File: config.mk
export PLATFORM = sky130hd
export DESIGN_NAME = blink_arbiter
export DESIGN_NICKNAME = d
export VERILOG_FILES = /design/src/rtl/blink_arbiter.sv
export SDC_FILE = /design/constraint.sdc
export NUM_CORES = 1
export LEC_CHECK = 0
export ABC_AREA = 1
export ABC_CLOCK_PERIOD_IN_PS = 1800
export CAP_MARGIN = 20
export CELL_PAD_IN_SITES_DETAIL_PLACEMENT = 1
export CELL_PAD_IN_SITES_GLOBAL_PLACEMENT = 1
export CORE_ASPECT_RATIO = 0.7
export CORE_MARGIN = 4
export CORE_UTILIZATION = 38
export CTS_BUF_LIST = sky130_fd_sc_hd__clkbuf_4 sky130_fd_sc_hd__clkbuf_8
export CTS_CLUSTER_SIZE = 30
export DETAILED_ROUTE_END_ITERATION = 6
export MAX_ROUTING_LAYER = met4
export PLACE_DENSITY_LB_ADDON = 0.1
export SYNTH_ARGS = -nofsm -noshare
export SYNTH_HDL_FRONTEND = slang
export SYNTH_SLANG_ARGS = --single-unit
File: constraint.sdc
create_clock -name clk -period 1.8 [get_ports clk]
set_input_delay 0.27 -clock clk [delete_from_list [all_inputs] [get_ports clk]]
set_output_delay 0.27 -clock clk [all_outputs]
set_load 0.1 [all_outputs]
File: src/rtl/blink_arbiter.sv
// blink_arbiter: round-robin arbiter for four requesters sharing one LED.
// The selected requester's blink count is latched at grant time; the LED then
// blinks that many times (each half-period 2^CBITS cycles), followed by one
// dark GAP half-period before the arbiter returns to IDLE.
//
// Ports:
//   clk    - clock, all state changes on the rising edge
//   rst    - asynchronous active-low reset
//   req    - per-requester blink request (level)
//   blinks - per-requester blink count, requester i uses [4i+3:4i]
//   gnt    - one-hot, one-cycle grant pulse
//   owner  - index of the requester currently (or last) served
//   busy   - high while a job is in progress
//   led    - shared LED drive
//   flg    - one-cycle pulse after each half-period boundary of a job
//   done   - one-cycle pulse when a job completes
module blink_arbiter #(
    parameter int unsigned CBITS = 21
) (
    input  logic        clk,
    input  logic        rst,
    input  logic [3:0]  req,
    input  logic [15:0] blinks,
    output logic [3:0]  gnt,
    output logic [1:0]  owner,
    output logic        busy,
    output logic        led,
    output logic        flg,
    output logic        done
);

    localparam int unsigned NREQ = 4;

    typedef enum logic [1:0] {IDLE, ON, OFF, GAP} state_t;

    state_t           state;
    logic [CBITS-1:0] phase;
    logic [3:0]       remaining;
    logic [1:0]       last_owner;

    logic             tick;
    logic             found;
    logic [1:0]       pick;
    logic [1:0]       cand;
    logic [3:0]       pick_cnt;

    assign tick = &phase;

    // Round-robin search starting at last_owner+1. Walking from the farthest
    // candidate back to the nearest lets the nearest requester win.
    always_comb begin
        found = 1'b0;
        pick  = '0;
        cand  = '0;
        for (int unsigned k = NREQ; k >= 1; k--) begin
            cand = last_owner + 2'(k);
            if (req[cand]) begin
                found = 1'b1;
                pick  = cand;
            end
        end
    end

    always_comb begin
        pick_cnt = '0;
        unique case (pick)
            2'd0: pick_cnt = blinks[3:0];
            2'd1: pick_cnt = blinks[7:4];
            2'd2: pick_cnt = blinks[11:8];
            2'd3: pick_cnt = blinks[15:12];
            default: pick_cnt = '0;
        endcase
    end

    always_ff @(posedge clk or negedge rst) begin
        if (!rst) begin
            state      <= IDLE;
            phase      <= '0;
            remaining  <= '0;
            last_owner <= 2'd3;
            gnt        <= '0;
            owner      <= '0;
            busy       <= 1'b0;
            led        <= 1'b0;
            flg        <= 1'b0;
            done       <= 1'b0;
        end else begin
            gnt  <= '0;
            flg  <= 1'b0;
            done <= 1'b0;
            unique case (state)
                IDLE: begin
                    phase <= '0;
                    if (found) begin
                        gnt       <= 4'b0001 << pick;
                        owner     <= pick;
                        remaining <= pick_cnt;
                        busy      <= 1'b1;
                        if (pick_cnt != '0) begin
                            led   <= 1'b1;
                            state <= ON;
                        end else begin
                            led   <= 1'b0;
                            state <= GAP;
                        end
                    end
                end
                ON: begin
                    if (tick) begin
                        phase <= '0;
                        flg   <= 1'b1;
                        led   <= 1'b0;
                        state <= OFF;
                    end else begin
                        phase <= phase + CBITS'(1);
                    end
                end
                OFF: begin
                    if (tick) begin
                        phase <= '0;
                        flg   <= 1'b1;
                        if (remaining > 4'd1) begin
                            remaining <= remaining - 4'd1;
                            led       <= 1'b1;
                            state     <= ON;
                        end else begin
                            state <= GAP;
                        end
                    end else begin
                        phase <= phase + CBITS'(1);
                    end
                end
                GAP: begin
                    if (tick) begin
                        phase      <= '0;
                        flg        <= 1'b1;
                        busy       <= 1'b0;
                        done       <= 1'b1;
                        last_owner <= owner;
                        state      <= IDLE;
                    end else begin
                        phase <= phase + CBITS'(1);
                    end
                end
                default: state <= IDLE;
            endcase
        end
    end

endmodule

==> results <==
- The longest clock path from root to sink contains 2 buffers.
- The chip width is about 100 um.
- Counting flops and latches in the post-synthesis netlist gives 39.
- In this run the standard cell core region covers 5840 um2.
- Setup repair after global routing could not meet its margin everywhere.
- The global-route total usage across every layer is between 20 and 25%.
- The critical path is of the flip-flop to flip-flop type.
- The number of max-cap violations is 0.
- The first-pass iteration count of the detailed router is 4.
- The library cell occupying the most area in the post-synthesis netlist is sky130_fd_sc_hd__dfrtp_1.
- In this run the biggest area consumer among cell types represents about two fifths of the synthesized area.
- Clock-pin slew was measured on the worst setup and hold paths at ~0.09 ns.
- The capture point of the worst reg-to-reg path is led.
- The source-to-sink clock delay at the later pin of the worst-skew pair is 0.31 ns.
- The type of element capturing the critical path is a flip-flop.
- The initial antenna violation count is 1.
- In the final routed layout, each cell accounts on average for roughly 23 um.
- The half-perimeter wire length after detailed placement is between 5000 and 6000 um.
- The commonest cells after synthesis are sky130_fd_sc_hd__nand2_1 (56), sky130_fd_sc_hd__nor2_1 (38), sky130_fd_sc_hd__dfrtp_1 (37).
- The total count of max-transition violations in the final report came to 0.
- Cells with a size suffix above 1 make up 50.6% of the layout.
- After detailed routing, the total wire length is approximately 11000 um.
- Timing analysis after detailed placement gives a worst setup slack of -0.483 ns.
- The final global-route overflow total is 0.
- In the synthesized netlist the dominant register cell turns out to be sky130_fd_sc_hd__dfrtp_1.
- The H-tree was split into 2 levels.
- Once placement completed, the tool counted placed cells totaling around 440.
- The routed via count is 2668.
- For this run, the post-layout net count is 427.
- The number of placed I/O pins is 32.
- For flop-to-flop paths, the worst setup slack is -0.61 ns.
- Relative to the synthesized area, the layout overhead comes to 70.5%.
- For the pin with the worst max-slew slack, the measured transition is 0.647 ns.
- The number of sinks driven by the clock tree is 39.
- In this run, synthesis inferred 0 flip-flops with an integrated enable.
- The non-filler instance count after layout is roughly 480.
- The sum of negative setup slack is -11.39 ns.
- The die covers 7470 um2.
- The worst register-to-register path begins at last_owner[0].
- The tree is rooted in a sky130_fd_sc_hd__clkbuf_8.
- The worst path uses 134% of the clock period.
- In this run the remaining antenna-violating nets after routing total 0.
- The overall power after layout is 4.51 mW.
- The flow ran to the end, but the final reports show violations.
- The via count of the first global-routing pass is 2595.
- For this block, the initial DRC count from the detailed router was 155.
- The setup slack after layout is -0.607 ns.
- The static leakage is 1.76 nW.
- After synthesis the cells add up to 2330 um2.
- The count of cell types in the netlist is 37.
- Counting cells, the worst reg-to-reg path comes to 14.
- The final reports fail on setup timing.
- The peak supply drop is 0.00111 V.
- The highest achievable clock rate is 415 MHz.
- The headroom to the max-slew limit is between 50% and 60%.
- In this run the worst path has a maximum fanout of 8.
- Setup violations remaining at the end of the flow were counted as 32.
- In the post-synthesis netlist, the biggest area contributors are sky130_fd_sc_hd__dfrtp_1 (40%), sky130_fd_sc_hd__nand2_1 (9.0%), sky130_fd_sc_hd__nor2_1 (6.1%).
- Sequential cells were found to cover a little over two fifths of the synthesized design area.
- At the worst endpoint, the required time is between 1.5 and 2 ns.
- Using the TritonRoute via totals, the vias-per-cell ratio works out to between 5 and 6.
- The launching element type of the critical path is a flip-flop.
- The power density normalized to cell area is 1130 nW/um2.
- After technology mapping, the gate count stands at 290.
- TritonCTS built the clock tree.
- The count of synthesis-stage warnings from yosys is 0.
- The number of port buffers is 31.
- The pin count of the biggest net entering global routing is 27.
- At the worst endpoint, the arrival time is roughly 2.6 ns.
- Of all flip-flops after synthesis, the portion carrying an async set or reset was between 90% and 100%.
- The total count of hold-check failures in the final report was 0.
- The clock arrives with 0.0138 ns of skew.
- For this run, design rule violations remaining after detail routing come to 0.
- The last weighted congestion value of the routability-driven placer is ~0.9.
- Clock tree synthesis inserted a total of 5 buffers.
- The final critical path time including I/O delays and setup is around 2.4 ns.
- The first global-routing pass estimated between 10000 and 15000 um of wire.
- The number of nets in the synthesized netlist is 319.
- The most frequent cell after synthesis is sky130_fd_sc_hd__nand2_1.
- The vertical die dimension is ~74 um.
- The synthesized area divided by synthesized cell count is roughly 8.0 um2.
- In this run the core area contains 23 standard-cell rows.
- The initial cell density of the core is between 30 and 40%.
- The worst hold path belongs to the class primary input to asynchronous set/reset pin.
-- metal layers --
metal	global-route usage (%)	up-vias	routed length, um
met3	3.51	25	565
met5	-	-	0
met1	29.4	1349	4640
met4	5.90	0	246
li1	-	1178	-
met2	38.7	116	5480
-- critical path: stages (launching register included) --
cell and delay, ns:
sky130_fd_sc_hd__dfstp_2 0.60, sky130_fd_sc_hd__buf_4 0.13, sky130_fd_sc_hd__nand2_1 0.10, sky130_fd_sc_hd__nand2_4 0.14, sky130_fd_sc_hd__nand2_4 0.07, sky130_fd_sc_hd__nand2_1 0.10
sky130_fd_sc_hd__nand2_1 0.07, sky130_fd_sc_hd__nand2_1 0.09, sky130_fd_sc_hd__nand2_2 0.16, sky130_fd_sc_hd__nand3_2 0.14, sky130_fd_sc_hd__nand4_1 0.22, sky130_fd_sc_hd__nor2_4 0.19
sky130_fd_sc_hd__nand3b_1 0.11, sky130_fd_sc_hd__nand2_1 0.10, sky130_fd_sc_hd__nand2_1 0.06
-- cell type report --
class / instances / area [um2]
sequential: 39 / 978
inverter: 32 / 140
fill: 628 / 1870
tap: 75 / 93.8
clock inverter: 3 / 43.8
multi-input combinational: 214 / 1680
antenna: 1 / 2.50
clock buffer: 5 / 68.8
timing repair buffer: 106 / 968
-- stage by stage --
stage               hold slack [ns]  utilization, %  cell area, um2
detailed placement            0.319            52.5            3070
floorplan                   -0.0256               -            2360
global route                  0.583            68.1            3980
finish                        0.565            68.1            3980
CTS                           0.534            60.6            3540
global placement              0.319            52.5            3070
-- worst max path at each step --
stage             startpoint           end  depth (start not counted)
2_1_floorplan  last_owner[0]           led                         17
3_3_place_gp          req[1]  remaining[1]                         11
3_5_place_dp          req[1]      state[1]                         16
4_1_cts        last_owner[0]      state[1]                         18
5_1_grt        last_owner[0]           led                         14
6_report       last_owner[0]           led                         14
-- power breakdown --
| part | total, mW | internal (mW) | switching (mW) |
|---|---|---|---|
| logic | 2.55 | 0.937 | 1.62 |
| registers | 1.19 | 1.04 | 0.151 |
| clock network | 0.767 | 0.413 | 0.353 |
| total | 4.51 | 2.39 | 2.12 |
-- what timing repair did --
item,4_1_cts,5_1_grt
setup buffers,16,14
resized for setup,54,82
endpoints found under the hold margin,8,0
hold buffers,1,0
pin swaps,15,31
setup endpoints to repair,29,32
gates cloned,1,1
-- state kept, by name, indices dropped and copies added (netlist names) --
name,cells
busy,1
done,1
flg,1
gnt,4
last_owner,2
led,1
owner,2
phase,21
remaining,4
state,2
-- cells by family after synthesis --
family / count (synthesis) / share of synthesized area [%]
AO/OA/AOI/OAI: 29 / 6.55
XOR/XNOR: 12 / 4.51
adder cells (fa/ha/maj): 7 / 3.76
buffers and inverters: 39 / 7.56
flip-flops: 39 / 42.0
AND/OR/NAND/NOR: 164 / 35.7
-- placed cells by master, fill, tap and decap left out, types with 4 or more instances in the layout --
cell type and count:
sky130_fd_sc_hd__o21ai_1 6, sky130_fd_sc_hd__xor2_1 9, sky130_fd_sc_hd__nor2_4 6, sky130_fd_sc_hd__inv_2 6, sky130_fd_sc_hd__nor2_2 14, sky130_fd_sc_hd__nand3_4 5
sky130_fd_sc_hd__nand3_2 10, sky130_fd_sc_hd__nor3_2 4, sky130_fd_sc_hd__nand3_1 5, sky130_fd_sc_hd__buf_12 5, sky130_fd_sc_hd__nand2_1 31, sky130_fd_sc_hd__inv_1 22
sky130_fd_sc_hd__nor2_1 21, sky130_fd_sc_hd__ha_1 6, sky130_fd_sc_hd__a21oi_1 8, sky130_fd_sc_hd__dfrtp_1 37, sky130_fd_sc_hd__clkdlybuf4s50_1 20, sky130_fd_sc_hd__buf_4 63
sky130_fd_sc_hd__nand2_4 21, sky130_fd_sc_hd__o21ai_0 5, sky130_fd_sc_hd__buf_6 16, sky130_fd_sc_hd__nand2_2 16, sky130_fd_sc_hd__clkbuf_8 5, sky130_fd_sc_hd__nand4_1 15
(Power assumes the default switching activity.)
